--- src/rtl/uart_arb_pkg.sv ---
// Shared definitions for the UART transmit arbiter.
//   arb_state_t : arbiter lock state (idle / packet lock held)
//   idx_w()     : width of a requester index, never less than one bit
package uart_arb_pkg;

   typedef enum logic {
      ARB_IDLE   = 1'b0,
      ARB_LOCKED = 1'b1
   } arb_state_t;

   function automatic int idx_w(input int n);
      return (n > 1) ? $clog2(n) : 1;
   endfunction

endpackage

--- src/rtl/rr_pick.sv ---
// Round-robin picker: returns a one-hot grant for the first set request bit
// found when scanning from 'start' upward, wrapping from N-1 back to 0.
// Ports:
//   req   in  N      request vector
//   start in  IDX_W  index to scan from (highest priority)
//   grant out N      one-hot winner, all zero when no request is set
module rr_pick #(
   parameter int N     = 4,
   parameter int IDX_W = 2
) (
   input  logic [N-1:0]     req,
   input  logic [IDX_W-1:0] start,
   output logic [N-1:0]     grant
);

   logic [N-1:0] rot;
   logic         found;
   int           hit;

   // Rotate so 'start' lands at bit 0, take the lowest set bit, rotate back.
   // Selects use constant indices so no wide dynamic index is needed.
   always_comb begin
      rot   = '0;
      grant = '0;
      hit   = 0;
      found = 1'b0;
      for (int i = 0; i < N; i++) begin
         for (int j = 0; j < N; j++) begin
            if (j == ((i + int'(start)) % N)) rot[i] = req[j];
         end
      end
      for (int i = N - 1; i >= 0; i--) begin
         if (rot[i]) begin
            hit   = i;
            found = 1'b1;
         end
      end
      for (int j = 0; j < N; j++) begin
         if (found && (j == ((hit + int'(start)) % N))) grant[j] = 1'b1;
      end
   end

endmodule

--- src/rtl/uart_tx_arbiter.sv ---
// Shares one uart_tx byte channel between NUM_REQ requesters. Round-robin
// arbitration with the grant locked for a whole packet (released by a beat
// with req_last_i set, or by the owner staying silent for IDLE_TIMEOUT
// cycles). A one-entry registered output stage drives uart_tx.
// Ports:
//   clk_i        system clock
//   rst_i        asynchronous active-high reset
//   req_val_i    per-requester byte valid
//   req_data_i   requester i byte at [i*DW +: DW]
//   req_last_i   last byte of packet, releases the lock
//   req_rdy_o    per-requester ready, at most one bit set
//   uart_val_o   byte valid towards uart_tx
//   uart_data_o  byte towards uart_tx
//   uart_rdy_i   uart_tx ready
//   busy_o       lock held or output stage full
//   owner_o      current / last owner index
//   timeout_o    one-cycle pulse after a forced release
module uart_tx_arbiter
   import uart_arb_pkg::*;
#(
   parameter int UART_DATA_WIDTH = 8,
   parameter int NUM_REQ         = 4,
   parameter int IDLE_TIMEOUT    = 1024,
   localparam int IDX_W          = idx_w(NUM_REQ)
) (
   input  logic                               clk_i,
   input  logic                               rst_i,
   input  logic [NUM_REQ-1:0]                 req_val_i,
   input  logic [NUM_REQ*UART_DATA_WIDTH-1:0] req_data_i,
   input  logic [NUM_REQ-1:0]                 req_last_i,
   output logic [NUM_REQ-1:0]                 req_rdy_o,
   output logic                               uart_val_o,
   output logic [UART_DATA_WIDTH-1:0]         uart_data_o,
   input  logic                               uart_rdy_i,
   output logic                               busy_o,
   output logic [IDX_W-1:0]                   owner_o,
   output logic                               timeout_o
);

   localparam int DW    = UART_DATA_WIDTH;
   localparam int CNT_W = (IDLE_TIMEOUT > 1) ? $clog2(IDLE_TIMEOUT) : 1;
   localparam logic [CNT_W-1:0] CNT_LIM =
      (IDLE_TIMEOUT > 0) ? CNT_W'(IDLE_TIMEOUT - 1) : '0;

   arb_state_t        state, state_d;
   logic [IDX_W-1:0]  owner, owner_d;
   logic [IDX_W-1:0]  rr_ptr, rr_d;
   logic [IDX_W-1:0]  win_idx;
   logic [IDX_W-1:0]  ptr_after_owner;
   logic [NUM_REQ-1:0] grant;
   logic [CNT_W-1:0]  idle_cnt, cnt_d;
   logic              out_full;
   logic [DW-1:0]     out_data;
   logic              timeout_q;
   logic              fire;
   logic              accept;
   logic              owner_val;
   logic              owner_last;
   logic [DW-1:0]     owner_data;
   logic              slot_free;

   rr_pick #(
      .N     (NUM_REQ),
      .IDX_W (IDX_W)
   ) u_pick (
      .req   (req_val_i),
      .start (rr_ptr),
      .grant (grant)
   );

   // One-hot grant to index, and the owner's request fields.
   always_comb begin
      win_idx    = '0;
      owner_val  = 1'b0;
      owner_last = 1'b0;
      owner_data = '0;
      for (int i = 0; i < NUM_REQ; i++) begin
         if (grant[i]) win_idx = IDX_W'(i);
         if (owner == IDX_W'(i)) begin
            owner_val  = req_val_i[i];
            owner_last = req_last_i[i];
            owner_data = req_data_i[i*DW +: DW];
         end
      end
   end

   assign ptr_after_owner = (owner == IDX_W'(NUM_REQ - 1)) ? '0 : owner + 1'b1;
   // Accept while the stage drains so a packet streams without bubbles.
   assign slot_free = !out_full || uart_rdy_i;

   always_comb begin
      state_d   = state;
      owner_d   = owner;
      rr_d      = rr_ptr;
      cnt_d     = idle_cnt;
      fire      = 1'b0;
      accept    = 1'b0;
      req_rdy_o = '0;
      case (state)
         ARB_IDLE: begin
            if (|grant) begin
               state_d = ARB_LOCKED;
               owner_d = win_idx;
               cnt_d   = '0;
            end
         end
         ARB_LOCKED: begin
            // The timeout takes priority over a beat arriving in the same cycle.
            fire   = (IDLE_TIMEOUT != 0) && (idle_cnt == CNT_LIM);
            accept = !fire && owner_val && slot_free;
            for (int i = 0; i < NUM_REQ; i++) begin
               if (owner == IDX_W'(i)) req_rdy_o[i] = !fire && slot_free;
            end
            if (accept) begin
               cnt_d = '0;
            end else if (!owner_val && (IDLE_TIMEOUT != 0)) begin
               cnt_d = idle_cnt + 1'b1;
            end
            if (fire || (accept && owner_last)) begin
               state_d = ARB_IDLE;
               rr_d    = ptr_after_owner;
            end
         end
         default: state_d = ARB_IDLE;
      endcase
   end

   always_ff @(posedge clk_i or posedge rst_i) begin
      if (rst_i) state <= ARB_IDLE;
      else       state <= state_d;
   end

   always_ff @(posedge clk_i or posedge rst_i) begin
      if (rst_i) begin
         owner     <= '0;
         rr_ptr    <= '0;
         idle_cnt  <= '0;
         timeout_q <= 1'b0;
      end else begin
         owner     <= owner_d;
         rr_ptr    <= rr_d;
         idle_cnt  <= cnt_d;
         timeout_q <= fire;
      end
   end

   // Output stage: data only changes on an accepted beat, which can only
   // happen when the stage is empty or uart_tx is taking the current byte.
   always_ff @(posedge clk_i or posedge rst_i) begin
      if (rst_i) begin
         out_full <= 1'b0;
         out_data <= '0;
      end else if (accept) begin
         out_full <= 1'b1;
         out_data <= owner_data;
      end else if (uart_rdy_i) begin
         out_full <= 1'b0;
      end
   end

   assign uart_val_o  = out_full;
   assign uart_data_o = out_data;
   assign busy_o      = (state == ARB_LOCKED) || out_full;
   assign owner_o     = owner;
   assign timeout_o   = timeout_q;

endmodule

--- config.mk ---
export PLATFORM = sky130hd
export DESIGN_NAME = uart_tx_arbiter
export DESIGN_NICKNAME = d
export VERILOG_FILES = /design/src/rtl/uart_arb_pkg.sv /design/src/rtl/rr_pick.sv /design/src/rtl/uart_tx_arbiter.sv
export SDC_FILE = /design/constraint.sdc
export NUM_CORES = 1
export LEC_CHECK = 0
export CAP_MARGIN = 10
export CORE_MARGIN = 4
export CORE_UTILIZATION = 28
export CTS_CLUSTER_DIAMETER = 150
export DETAILED_ROUTE_END_ITERATION = 10
export GPL_TIMING_DRIVEN = 0
export SLEW_MARGIN = 5
export SYNTH_ARGS = -nofsm -noshare
export SYNTH_HDL_FRONTEND = slang
export SYNTH_HIERARCHICAL = 1
export SYNTH_SLANG_ARGS = --single-unit
--- constraint.sdc ---
create_clock -name clk_i -period 8.9 [get_ports clk_i]
set_input_delay 1.335 -clock clk_i [delete_from_list [all_inputs] [get_ports clk_i]]
set_output_delay 1.335 -clock clk_i [all_outputs]
set_load 0.01 [all_outputs]
# After elaboration in Yosys (flattened, before gate mapping)
# Cells that the tools add are included.
# Widths: inputs -> output; s select.
dict set report totals {
  reg_bits 25
  inputBits 43
  mem_bits_rw 0
  rom_bits 0
  latch_bits 0
  elab_cells 127
  mem_count 0
}
dict set report op_classes {
  order_cmp 0
  mul 0
  div_mod_pow 0
  eq_ne 21
  addsub 6
  n_reduce_logical 28
  mux 60
  n_bitwise 5
  shifts 0
}
# op count
set ops {}
lappend ops {{$logic_not 32->1} 5}
lappend ops {{$mux 1} 43}
lappend ops {{$mux 8} 4}
lappend ops {{$mux 10} 3}
lappend ops {{$eq 3x3->1 const A} 8}
lappend ops {{$pmux 10 s2} 1}
lappend ops {{$mux 2} 7}
lappend ops {{$eq 2x3->1 const A} 4}
lappend ops {{$add 10x1->10 const B} 1}
lappend ops {{$eq 10x10->1 const B} 1}
lappend ops {{$logic_and 1x1->1} 8}
lappend ops {{$reduce_or 2->1} 4}
lappend ops {{$reduce_and 2->1} 3}
lappend ops {{$add 2x2->2 const A} 2}
lappend ops {{$and 1x1->1 const A} 4}
lappend ops {{$eq 2x2->1 const A} 2}
lappend ops {{$eq 2x2->1 const B} 2}
lappend ops {{$mux 4} 1}
lappend ops {{$reduce_or 4->1} 1}
lappend ops {{$logic_or 1x1->1} 3}
lappend ops {{$ne 3x2->1 const B} 1}
lappend ops {{$add 1x2->2 const A} 1}
lappend ops {{$add 2x1->2 const B} 1}
lappend ops {{$add 2x2->2} 1}
lappend ops {{8 further kinds} 9}

# Longest topological paths before layout
# Gate-level depths: netlist of the first run.
dict set report logic_depth {
  depth_word 21
  depth_mapped 15
}

# By module
# The synthesis of the first run kept the hierarchy.
# module n_inst seq_area_each_um2 cells_each area_per_inst_um2
set modules_own_cells {}
lappend modules_own_cells {uart_tx_arbiter 1 625.6 189 1629.1}
lappend modules_own_cells {rr_pick 1 0.0 39 269.0}

# Worst setup path before layout of the first run
# OpenSTA, ideal clock, no wires.
dict set report synth_timing {
  path_type {input-to-reg}
  start {input req_val_i[2]}
  end {register idle_cnt[8]}
  arrival_time_ns 3.654
  slack_ns 5.124
  cell_stages 12
  required_ns 8.778
  setup_time_ns 0.122
  cell_sequence {buf_2 or4_1 o2111ai_1 ha_1 nor2b_1 nand2_1 mux2i_1 nor4_1 and2_1 a31o_2 nor2b_1 nor3_1}
}
dict set report synth_via {
  elab_chain_len 15
}
# element line
set synth_lines {}
lappend synth_lines {{from (decl)} uart_tx_arbiter.sv:28} ;# input logic [NUM_REQ-1:0] req_val_i,
lappend synth_lines {{$mux 1 (2 in a row)} rr_pick.sv:29} ;# if (j == ((i + int'(start)) % N)) rot[i] = req[j];
lappend synth_lines {{$mux 2 (4 in a row)} rr_pick.sv:33} ;# if (rot[i]) begin
lappend synth_lines {{$add 2x2->2} rr_pick.sv:39} ;# if (found && (j == ((hit + int'(start)) % N))) grant[j] = 1'b1;
lappend synth_lines {{$reduce_or 2->1 (no line)} --}
lappend synth_lines {{$and 1x1->1 (no line)} --}
lappend synth_lines {{$eq 3x3->1} rr_pick.sv:39}
lappend synth_lines {{$logic_and 1x1->1 (*)} rr_pick.sv:39}
lappend synth_lines {{$mux 1 (*)} rr_pick.sv:39}
lappend synth_lines {{named net grant[3]} uart_tx_arbiter.sv:50} ;# logic [NUM_REQ-1:0] grant;
lappend synth_lines {{$reduce_or 4->1 (*)} uart_tx_arbiter.sv:101} ;# if (|grant) begin
lappend synth_lines {{$ne 2x2->1 (no line) (*)} --}
lappend synth_lines {{$reduce_and 2->1 (no line) (*)} --}
lappend synth_lines {{to (signal assigned)} uart_tx_arbiter.sv:142} ;# idle_cnt <= cnt_d;
lappend synth_lines {{to (decl)} uart_tx_arbiter.sv:51} ;# logic [CNT_W-1:0] idle_cnt, cnt_d;
# Mark *: on every way through the listed nets, which the timed path passes. The rest lies on a longest branch.
# A chain may end at the register's enable or synchronous reset.

# Final worst setup path of the first run
dict set report layout_timing {
  start {input req_val_i[0]}
  end {register idle_cnt[2]}
}
dict set report layout_via {
  elab_chain_len 17
}
# element line
set layout_lines {}
lappend layout_lines {{$mux 1 (4 in a row)} rr_pick.sv:29}
lappend layout_lines {{$mux 2 (4 in a row)} rr_pick.sv:33}
lappend layout_lines {{$add 2x2->2} rr_pick.sv:39}
lappend layout_lines {{$reduce_or 2->1 (no line)} --}
lappend layout_lines {{$and 1x1->1 (no line)} --}
lappend layout_lines {{$eq 3x3->1} rr_pick.sv:39}
lappend layout_lines {{$logic_and 1x1->1 (*)} rr_pick.sv:39}
lappend layout_lines {{$mux 1 (*)} rr_pick.sv:39}
lappend layout_lines {{named net grant[3]} uart_tx_arbiter.sv:50}
lappend layout_lines {{$reduce_or 4->1 (*)} uart_tx_arbiter.sv:101}
lappend layout_lines {{$ne 2x2->1 (no line) (*)} --}
lappend layout_lines {{$reduce_and 2->1 (no line) (*)} --}
# Marks and branches as above.

==> impl_results.html, run 1 <==
<table>
<tr><th>Metric</th><th>Value</th></tr>
<tr><th colspan="2">Final layout</th></tr>
<tr><td>Finished Core Util</td><td>0.407</td></tr>
<tr><td># fillers</td><td>661</td></tr>
<tr><td>Final std cells w/o fill</td><td>368</td></tr>
<tr><td>Multi-input logic area</td><td>1160 sq um</td></tr>
<tr><td>Combined flip-flop and latch cell area</td><td>626 sq um</td></tr>
<tr><td>Share of cells above drive strength 1</td><td>0.0550</td></tr>
<tr><td>Net count of the finished layout</td><td>341</td></tr>
<tr><td>Diode count</td><td>0</td></tr>
<tr><td>Area growth, synth to finish</td><td>38.6%</td></tr>
<tr><th colspan="2">Setup path</th></tr>
<tr><td>Type of element capturing the critical path</td><td>flip-flop</td></tr>
<tr><td>Critical path, cell by cell</td><td>clkdlybuf4s50_1 -&gt; or4_1 -&gt; o2111ai_1 -&gt; ha_1 -&gt; nor2b_1 -&gt; nand2_1 -&gt; mux2i_1 -&gt; nor4_1 -&gt; nand2_1 -&gt; o2111a_1 -&gt; nor3_1</td></tr>
<tr><td>Count of buffer and inverter cells on the critical path</td><td>1</td></tr>
<tr><td>Library cell contributing the largest single delay on the critical path</td><td>sky130_fd_sc_hd__nor4_1</td></tr>
<tr><td>Category of cells accounting for the largest share of critical-path delay</td><td>simple AND/OR/NAND/NOR gates</td></tr>
<tr><td>Type of origin of the critical path</td><td>primary input</td></tr>
<tr><td>Launch instance of the worst register-to-register path</td><td>rr_ptr[0]</td></tr>
<tr><td>Slowest cell delay on critical path</td><td>710 ps</td></tr>
<tr><td>Worst R2R Setup Slack</td><td>5590 ps</td></tr>
<tr><td>Crit path required time</td><td>9090 ps</td></tr>
<tr><td>Reg2reg end</td><td>idle_cnt[2]</td></tr>
<tr><td>Worst reg2reg path depth</td><td>11</td></tr>
<tr><td>Critical path class</td><td>primary input to flip-flop</td></tr>
<tr><td>Most Frequent Cell on Critical Path</td><td>sky130_fd_sc_hd__nand2_1</td></tr>
<tr><td>Largest fanout of any net on the critical path</td><td>9</td></tr>
<tr><td>Critical path data arrival time</td><td>4690 ps</td></tr>
<tr><th colspan="2">Drt</th></tr>
<tr><td>Initial DRT Pass Iterations</td><td>4</td></tr>
<tr><td>Via count</td><td>1,877</td></tr>
<tr><td>Routed WL per cell</td><td>14.8 um</td></tr>
<tr><td>Drt drc</td><td>0</td></tr>
<tr><td>Total Routed Length</td><td>5450 um</td></tr>
<tr><td>Number of nets with antenna violations after routing</td><td>0</td></tr>
<tr><td>Per-cell via count in the routed design</td><td>5.10</td></tr>
<tr><td>Initial drt markers</td><td>62</td></tr>
<tr><th colspan="2">Yosys</th></tr>
<tr><td>Largest cells by area after synthesis</td><td>sky130_fd_sc_hd__dfrtp_1 (33%), sky130_fd_sc_hd__nand2_1 (5.5%), sky130_fd_sc_hd__o21ai_1 (4.7%), sky130_fd_sc_hd__a21oi_1 (4.2%), sky130_fd_sc_hd__ha_1 (4.0%)</td></tr>
<tr><td>Synthesized Nets</td><td>277</td></tr>
<tr><td>Post-synthesis async set-or-reset flop share</td><td>1.00</td></tr>
<tr><td>Number of cells produced by synthesis</td><td>228</td></tr>
<tr><td>Dominant cell type by area after synthesis</td><td>sky130_fd_sc_hd__dfrtp_1</td></tr>
<tr><td>Unique cell type count in the Yosys netlist</td><td>50</td></tr>
<tr><td>Post-synth top area share</td><td>0.330</td></tr>
<tr><td>Top cell types by occurrence after synthesis</td><td>sky130_fd_sc_hd__nand2_1 (28), sky130_fd_sc_hd__dfrtp_1 (25), sky130_fd_sc_hd__o21ai_1 (18)</td></tr>
<tr><td>Seq/Total Area, Yosys</td><td>0.330</td></tr>
<tr><td>Most frequently used flop master after synthesis</td><td>sky130_fd_sc_hd__dfrtp_1</td></tr>
<tr><td>Count of flip-flops with a built-in enable after synthesis</td><td>0</td></tr>
<tr><td>Netlist area before placement</td><td>1900 sq um</td></tr>
<tr><td>Mean instance size in the synthesized netlist</td><td>8.32 sq um</td></tr>
<tr><td>Flip-flop and latch count after synthesis</td><td>25</td></tr>
<tr><td>Most common cell in the synthesized netlist</td><td>sky130_fd_sc_hd__nand2_1</td></tr>
<tr><td>Synth warnings</td><td>6</td></tr>
<tr><th colspan="2">Hold path</th></tr>
<tr><td>Critical hold path startpoint</td><td>uart_data_o[2]</td></tr>
<tr><td>Hold endpoint</td><td>uart_data_o[2]</td></tr>
<tr><td>Class of the tightest hold or removal check</td><td>flip-flop to flip-flop</td></tr>
<tr><td>Worst hold path cell count</td><td>2</td></tr>
<tr><th colspan="2">Power and ir drop</th></tr>
<tr><td>Net switching component of the power</td><td>386 uW</td></tr>
<tr><td>Internal Pwr Total</td><td>446 uW</td></tr>
<tr><td>Relative contribution of combinational cells to total power</td><td>0.704</td></tr>
<tr><td>Clock group share of total power</td><td>0.082</td></tr>
<tr><td>VDD IR-drop max</td><td>113 uV</td></tr>
<tr><td>Leakage</td><td>0.00107 uW</td></tr>
<tr><td>Power Dens Cells</td><td>317 nW/um^2</td></tr>
<tr><td>Part of the power in registers</td><td>0.214</td></tr>
<tr><td>Sw Ratio</td><td>0.464</td></tr>
<tr><th colspan="2">CTS</th></tr>
<tr><td>Maximum clock path buffer count</td><td>2</td></tr>
<tr><td>Post-CTS Resized</td><td>0</td></tr>
<tr><td>Clock slew seen by the registers of the worst setup and hold paths</td><td>90 ps</td></tr>
<tr><td>Level count of the clock H-tree</td><td>1</td></tr>
<tr><td>Root Driver</td><td>sky130_fd_sc_hd__clkbuf_8</td></tr>
<tr><td>Clock tree from TritonCTS</td><td>built</td></tr>
<tr><td>CTS sink cnt</td><td>25</td></tr>
<tr><td>Setup bufs post-CTS</td><td>0</td></tr>
<tr><td>Clock latency on the worst-skew pair</td><td>270 ps</td></tr>
<tr><td>Hold Buf Count CTS</td><td>0</td></tr>
<tr><td>Number of clock buffers inserted by TritonCTS</td><td>3</td></tr>
<tr><th colspan="2">Timing</th></tr>
<tr><td>Rel. slew slack</td><td>0.355</td></tr>
<tr><td>Peak clock frequency supported by timing</td><td>222 MHz</td></tr>
<tr><td>Min Clock Period, post-route</td><td>4500 ps</td></tr>
<tr><td>Total count of max-transition violations in the final report</td><td>0</td></tr>
<tr><td>Final cycle utilization of the critical path</td><td>0.506</td></tr>
<tr><td>Worst slew pin tran</td><td>966 ps</td></tr>
<tr><td>Setup TNS</td><td>0 ps</td></tr>
<tr><td>Final hold vios</td><td>0</td></tr>
<tr><td>Final hold slack</td><td>489 ps</td></tr>
<tr><td>Post-Route Skew</td><td>4.13 ps</td></tr>
<tr><td>Setup-failing EPs final</td><td>0</td></tr>
<tr><td>Setup repair after global routing missed its margin</td><td>no</td></tr>
<tr><th colspan="2">Place</th></tr>
<tr><td>Detail Placement HPWL</td><td>4110 um</td></tr>
<tr><td>Port Buffer Count</td><td>59</td></tr>
<tr><td>Routability congestion estimate</td><td>0.785</td></tr>
<tr><td>Post-placement cell count</td><td>364</td></tr>
<tr><th colspan="2">Global route</th></tr>
<tr><td>Initial antenna violation count</td><td>0</td></tr>
<tr><td>Pin count of the biggest net entering global routing</td><td>26</td></tr>
<tr><td>Final global-route overflow total</td><td>0</td></tr>
<tr><td>Global-route wire length before repair</td><td>9110 um</td></tr>
<tr><td>Total global routing track utilization</td><td>0.132</td></tr>
<tr><td>Via count of the first global-routing pass</td><td>1,894</td></tr>
<tr><th colspan="2">Flow run</th></tr>
<tr><td>Max-Cap Viols</td><td>0</td></tr>
<tr><th colspan="2">Floorplan</th></tr>
<tr><td>Die extent in y</td><td>90.3 um</td></tr>
<tr><td>Initial cell density of the core</td><td>0.294</td></tr>
<tr><td>Rows</td><td>29</td></tr>
<tr><td>DIE AREA</td><td>8160 sq um</td></tr>
<tr><td>Die span in x</td><td>90.3 um</td></tr>
<tr><td>Core outline area</td><td>6460 sq um</td></tr>
<tr><td>Ports</td><td>60</td></tr>
<tr><th colspan="2">Status</th></tr>
<tr><td>Status</td><td>finished clean</td></tr>
</table>
## how the worst max path moves through the flow
stage / depth (start not counted) / end / slack (ps) / startpoint
after floorplan: 12 / idle_cnt[8] / 5120 / req_val_i[2]
after global placement: 11 / idle_cnt[2] / 4100 / req_val_i[0]
after detailed placement: 11 / idle_cnt[2] / 4090 / req_val_i[0]
after CTS: 11 / idle_cnt[2] / 4380 / req_val_i[0]
after global routing: 12 / idle_cnt[2] / 4090 / req_val_i[1]
final: 11 / idle_cnt[2] / 4400 / req_val_i[0]
## through the flow
step	setup WS (ps)	total power (uW)	area (sq um)
2_1_floorplan	5120	590	1900
3_3_place_gp	4100	767	2580
3_5_place_dp	4090	775	2580
4_1_cts	4380	845	2630
5_1_grt	4090	918	2630
6_report	4400	833	2630
## cells by family (layout without fill, tap and decap cells)
kind of cell,count (synthesis),in the layout,synth area share
flops,25,25,0.330
mux,6,6,0.0330
simple gates,93,93,0.251
xor+xnor,2,2,0.00923
compound gates,74,74,0.281
fa+ha+maj,6,6,0.0396
buf+inv,22,85,0.0567
## layout make-up
cell class / instances / share of cell area
well taps: 77 / 0.0366
inverters: 9 / 0.0128
flip-flops and latches: 25 / 0.238
plain buffers: 13 / 0.0281
clock buffers: 4 / 0.0171
multi-input cells: 181 / 0.443
repair buffers: 59 / 0.225
## tightest hold or removal path, stage by stage, from the launching register on
cell and delay, ps:
sky130_fd_sc_hd__dfrtp_1 350, sky130_fd_sc_hd__nand2_1 50, sky130_fd_sc_hd__o21ai_1 60
## layer usage
layer | global-route usage | vias up | routed length [um]
met3 | 0.0358 | 2 | 292
met1 | 0.164 | 871 | 2440
li1 | - | 955 | -
met2 | 0.234 | 49 | 2710
met4 | 0.0166 | 0 | 14
met5 | 0 | - | 0
## cells in the final DEF, fill, tap and decap left out, types with 2 or more instances in the layout
master                             n
sky130_fd_sc_hd__a211o_1           2
sky130_fd_sc_hd__a21o_1            3
sky130_fd_sc_hd__a21oi_1          16
sky130_fd_sc_hd__a221oi_1          7
sky130_fd_sc_hd__a22oi_1           2
sky130_fd_sc_hd__a31oi_1           2
sky130_fd_sc_hd__a32o_1            2
sky130_fd_sc_hd__a41oi_1           2
sky130_fd_sc_hd__and2_1            5
sky130_fd_sc_hd__buf_2             2
sky130_fd_sc_hd__buf_6             3
sky130_fd_sc_hd__clkbuf_1          8
sky130_fd_sc_hd__clkbuf_8          3
sky130_fd_sc_hd__clkdlybuf4s50_1  59
sky130_fd_sc_hd__dfrtp_1          25
sky130_fd_sc_hd__ha_1              6
sky130_fd_sc_hd__inv_1             9
sky130_fd_sc_hd__mux2_1            2
sky130_fd_sc_hd__mux2i_1           4
sky130_fd_sc_hd__nand2_1          28
sky130_fd_sc_hd__nand3_1           4
sky130_fd_sc_hd__nand4_1           2
sky130_fd_sc_hd__nor2_1           17
sky130_fd_sc_hd__nor2b_1          11
sky130_fd_sc_hd__nor3_1           12
sky130_fd_sc_hd__nor3b_1           3
sky130_fd_sc_hd__nor4_1            4
sky130_fd_sc_hd__o211ai_1          2
sky130_fd_sc_hd__o21ai_0           5
sky130_fd_sc_hd__o21ai_1          18
sky130_fd_sc_hd__o31ai_1           2
## sequential cells by signal, indices dropped and copies added (netlist names)
name	cells
timeout_o	1
owner_o	2
idle_cnt	10
rr_ptr	2
state	1
uart_data_o	8
uart_val_o	1
## power by group through the flow
stage / registers (uW) / logic, uW / clock network [uW]
6_report: 178 / 586 / 68.3
5_1_grt: 184 / 659 / 75.1
4_1_cts: 179 / 595 / 71.8
3_5_place_dp: 181 / 593 / 0
3_3_place_gp: 181 / 587 / 0
2_1_floorplan: 187 / 403 / 0
Note: power is estimated with default switching activity, not from simulation.
==> run 2: changes to the inputs <==
Clock period 8.9 ns to 3.85 ns, I/O delays scaled along.
==> impl_results.html, run 2 (same netlist as run 1, synthesis figures left out) <==
<table>
<tr><th>Metric</th><th>Value</th></tr>
<tr><th colspan="2">Final layout</th></tr>
<tr><td>Net count of the finished layout</td><td>341</td></tr>
<tr><td>Share of cells above drive strength 1</td><td>0.0584</td></tr>
<tr><td>Most frequent standard cell in the layout excluding fill and tap cells</td><td>sky130_fd_sc_hd__clkdlybuf4s50_1</td></tr>
<tr><td>Highest-count cells in the layout ignoring fill and taps</td><td>sky130_fd_sc_hd__clkdlybuf4s50_1 (59), sky130_fd_sc_hd__nand2_1 (28), sky130_fd_sc_hd__dfrtp_1 (25)</td></tr>
<tr><td>Final instance area</td><td>2640 sq um</td></tr>
<tr><td>Area growth, synth to finish</td><td>38.9%</td></tr>
<tr><td>Most flop-heavy register</td><td>idle_cnt</td></tr>
<tr><td>Diode count</td><td>0</td></tr>
<tr><td>Number of flip-flops in the largest register</td><td>10</td></tr>
<tr><td>Final std cells w/o fill</td><td>368</td></tr>
<tr><th colspan="2">Place</th></tr>
<tr><td>Minimum setup slack after placement</td><td>-201 ps</td></tr>
<tr><td>Detail Placement HPWL</td><td>4110 um</td></tr>
<tr><td>Routability congestion estimate</td><td>0.785</td></tr>
<tr><td>Instance area after placement</td><td>2580 sq um</td></tr>
<tr><td>Port Buffer Count</td><td>59</td></tr>
<tr><td>Post-placement cell count</td><td>364</td></tr>
<tr><th colspan="2">Power and ir drop</th></tr>
<tr><td>Leakage</td><td>0.00107 uW</td></tr>
<tr><td>Sw Ratio</td><td>0.465</td></tr>
<tr><td>Power Dens Cells</td><td>737 nW/um^2</td></tr>
<tr><td>Relative contribution of combinational cells to total power</td><td>0.707</td></tr>
<tr><td>Net switching component of the power</td><td>903 uW</td></tr>
<tr><td>Part of the power in registers</td><td>0.212</td></tr>
<tr><td>VDD IR-drop max</td><td>261 uV</td></tr>
<tr><td>Internal Pwr Total</td><td>1040 uW</td></tr>
<tr><td>Clock group share of total power</td><td>0.081</td></tr>
<tr><th colspan="2">Setup path</th></tr>
<tr><td>Critical path, cell by cell</td><td>clkdlybuf4s50_1 -&gt; or4_1 -&gt; o2111ai_1 -&gt; ha_1 -&gt; nor2b_1 -&gt; nand2_1 -&gt; mux2i_1 -&gt; nor4_2 -&gt; nand2_1 -&gt; o2111a_1 -&gt; nor3_1</td></tr>
<tr><td>Type of element capturing the critical path</td><td>flip-flop</td></tr>
<tr><td>Crit path required time</td><td>4040 ps</td></tr>
<tr><td>Critical path class</td><td>primary input to flip-flop</td></tr>
<tr><td>Type of origin of the critical path</td><td>primary input</td></tr>
<tr><td>Count of buffer and inverter cells on the critical path</td><td>1</td></tr>
<tr><td>Critical path data arrival time</td><td>3690 ps</td></tr>
<tr><td>Slowest cell delay on critical path</td><td>620 ps</td></tr>
<tr><td>Library cell contributing the largest single delay on the critical path</td><td>sky130_fd_sc_hd__clkdlybuf4s50_1</td></tr>
<tr><td>Launch instance of the worst register-to-register path</td><td>rr_ptr[0]</td></tr>
<tr><td>Largest fanout of any net on the critical path</td><td>9</td></tr>
<tr><td>Startpoint of the most critical setup path</td><td>req_val_i[0]</td></tr>
<tr><td>Most Frequent Cell on Critical Path</td><td>sky130_fd_sc_hd__nand2_1</td></tr>
<tr><td>Category of cells accounting for the largest share of critical-path delay</td><td>simple AND/OR/NAND/NOR gates</td></tr>
<tr><th colspan="2">Timing</th></tr>
<tr><td>Total count of max-transition violations in the final report</td><td>0</td></tr>
<tr><td>Final cycle utilization of the critical path</td><td>0.910</td></tr>
<tr><td>Post-Route Skew</td><td>3.36 ps</td></tr>
<tr><td>Final hold vios</td><td>0</td></tr>
<tr><td>Worst slew pin tran</td><td>964 ps</td></tr>
<tr><td>Setup-failing EPs final</td><td>0</td></tr>
<tr><td>Min Clock Period, post-route</td><td>3500 ps</td></tr>
<tr><td>Peak clock frequency supported by timing</td><td>285 MHz</td></tr>
<tr><td>Rel. slew slack</td><td>0.357</td></tr>
<tr><td>Post-route worst setup slack</td><td>347 ps</td></tr>
<tr><td>Setup repair after global routing missed its margin</td><td>no</td></tr>
<tr><th colspan="2">Global route</th></tr>
<tr><td>Final global-route overflow total</td><td>0</td></tr>
<tr><td>Pin count of the biggest net entering global routing</td><td>26</td></tr>
<tr><td>Initial antenna violation count</td><td>0</td></tr>
<tr><td>Fraction of met3 tracks used by global routing</td><td>0.0358</td></tr>
<tr><td>Total global routing track utilization</td><td>0.132</td></tr>
<tr><td>Met2 Track Usage GR</td><td>0.234</td></tr>
<tr><td>Highest-utilization routing layer at the global route stage</td><td>met2</td></tr>
<tr><td>Global-route wire length before repair</td><td>9110 um</td></tr>
<tr><td>Via count of the first global-routing pass</td><td>1,894</td></tr>
<tr><td>Met1 usage</td><td>0.164</td></tr>
<tr><th colspan="2">Hold path</th></tr>
<tr><td>Critical hold path startpoint</td><td>uart_data_o[2]</td></tr>
<tr><td>Class of the tightest hold or removal check</td><td>flip-flop to flip-flop</td></tr>
<tr><th colspan="2">Floorplan</th></tr>
<tr><td>DIE AREA</td><td>8160 sq um</td></tr>
<tr><td>Die extent in y</td><td>90.3 um</td></tr>
<tr><td>Rows</td><td>29</td></tr>
<tr><td>Die span in x</td><td>90.3 um</td></tr>
<tr><td>Ports</td><td>60</td></tr>
<tr><td>Initial cell density of the core</td><td>0.294</td></tr>
<tr><td>Core outline area</td><td>6460 sq um</td></tr>
<tr><th colspan="2">CTS</th></tr>
<tr><td>Root Driver</td><td>sky130_fd_sc_hd__clkbuf_8</td></tr>
<tr><td>Level count of the clock H-tree</td><td>1</td></tr>
<tr><td>CTS sink cnt</td><td>25</td></tr>
<tr><td>Clock latency on the worst-skew pair</td><td>270 ps</td></tr>
<tr><td>Maximum clock path buffer count</td><td>2</td></tr>
<tr><td>Clock tree from TritonCTS</td><td>built</td></tr>
<tr><td>Number of clock buffers inserted by TritonCTS</td><td>3</td></tr>
<tr><td>Clock slew seen by the registers of the worst setup and hold paths</td><td>90 ps</td></tr>
<tr><th colspan="2">Status</th></tr>
<tr><td>Status</td><td>finished clean</td></tr>
<tr><th colspan="2">Drt</th></tr>
<tr><td>Total Routed Length</td><td>5490 um</td></tr>
<tr><td>Drt drc</td><td>0</td></tr>
<tr><td>Number of nets with antenna violations after routing</td><td>0</td></tr>
<tr><td>Initial DRT Pass Iterations</td><td>4</td></tr>
<tr><td>Via count</td><td>1,872</td></tr>
<tr><td>Routed WL per cell</td><td>14.9 um</td></tr>
<tr><td>Per-cell via count in the routed design</td><td>5.09</td></tr>
<tr><td>Initial drt markers</td><td>61</td></tr>
<tr><th colspan="2">Flow run</th></tr>
<tr><td>Max-Cap Viols</td><td>0</td></tr>
</table>
## run 2: cell types whose count changed in the layout (fill, tap and decap cells not counted)
| cell | delta |
|---|---|
| sky130_fd_sc_hd__nor4_2 | +1 |
| sky130_fd_sc_hd__nor4_1 | -1 |
## run 2: path summary, 6_finish.rpt
path,to,slack [ps],depth (start not counted)
worst max-delay path,idle_cnt[2],350,11
worst min-delay path,uart_data_o[2],490,2
worst max register to register,idle_cnt[2],790,11
worst min register to register,uart_data_o[2],490,2
max in group asynchronous,idle_cnt[5],2440,2
min in group asynchronous,uart_val_o,830,2
## run 2: repair_timing
item,CTS,global route
setup endpoints to repair,0,7
buffers inserted,0,0
hold buffers,0,0
resized for setup,0,1
hold endpoints to repair,0,0
## run 2: layer usage
| layer | part of all wire | wire length, um |
|---|---|---|
| met1 | 0.45 | 2450 |
| met2 | 0.50 | 2750 |
| met3 | 0.049 | 268 |
| met5 | 0 | 0 |
| met4 | 0.0026 | 14 |
## run 2: per-stage QoR
step / setup TNS (ps) / power [uW] / util / hold WS [ps]
4_1_cts: 0 / 1950 / 0.407 / 497
2_1_floorplan: 0 / 1360 / - / 472
6_report: 0 / 1940 / 0.408 / 489
5_1_grt: 0 / 2140 / 0.408 / 522
3_3_place_gp: -771 / 1770 / 0.400 / 467
3_5_place_dp: -828 / 1790 / 0.400 / 476
## run 2: cell type report
class	count	area, sq um
multi-input combinational	181	1170
inverter	9	33.8
sequential	25	626
fill	662	3820
tap	77	96.3
timing repair buffer	59	591
buffer	13	73.8
clock buffer	4	45.0
## run 2: tightest hold or removal path: cells and delay by family (launching register included)
kind            cells  cell delay [ps]
compound gates      1               60
simple gates        1               50
flops               1              350
## run 2: power groups by stage
| stage | Sequential [uW] | Combinational (uW) | Clock, uW |
|---|---|---|---|
| 3_5_place_dp | 419 | 1370 | 0 |
| 2_1_floorplan | 432 | 931 | 0 |
| 4_1_cts | 414 | 1370 | 166 |
| 3_3_place_gp | 418 | 1360 | 0 |
| 5_1_grt | 426 | 1540 | 174 |
| 6_report | 412 | 1370 | 158 |
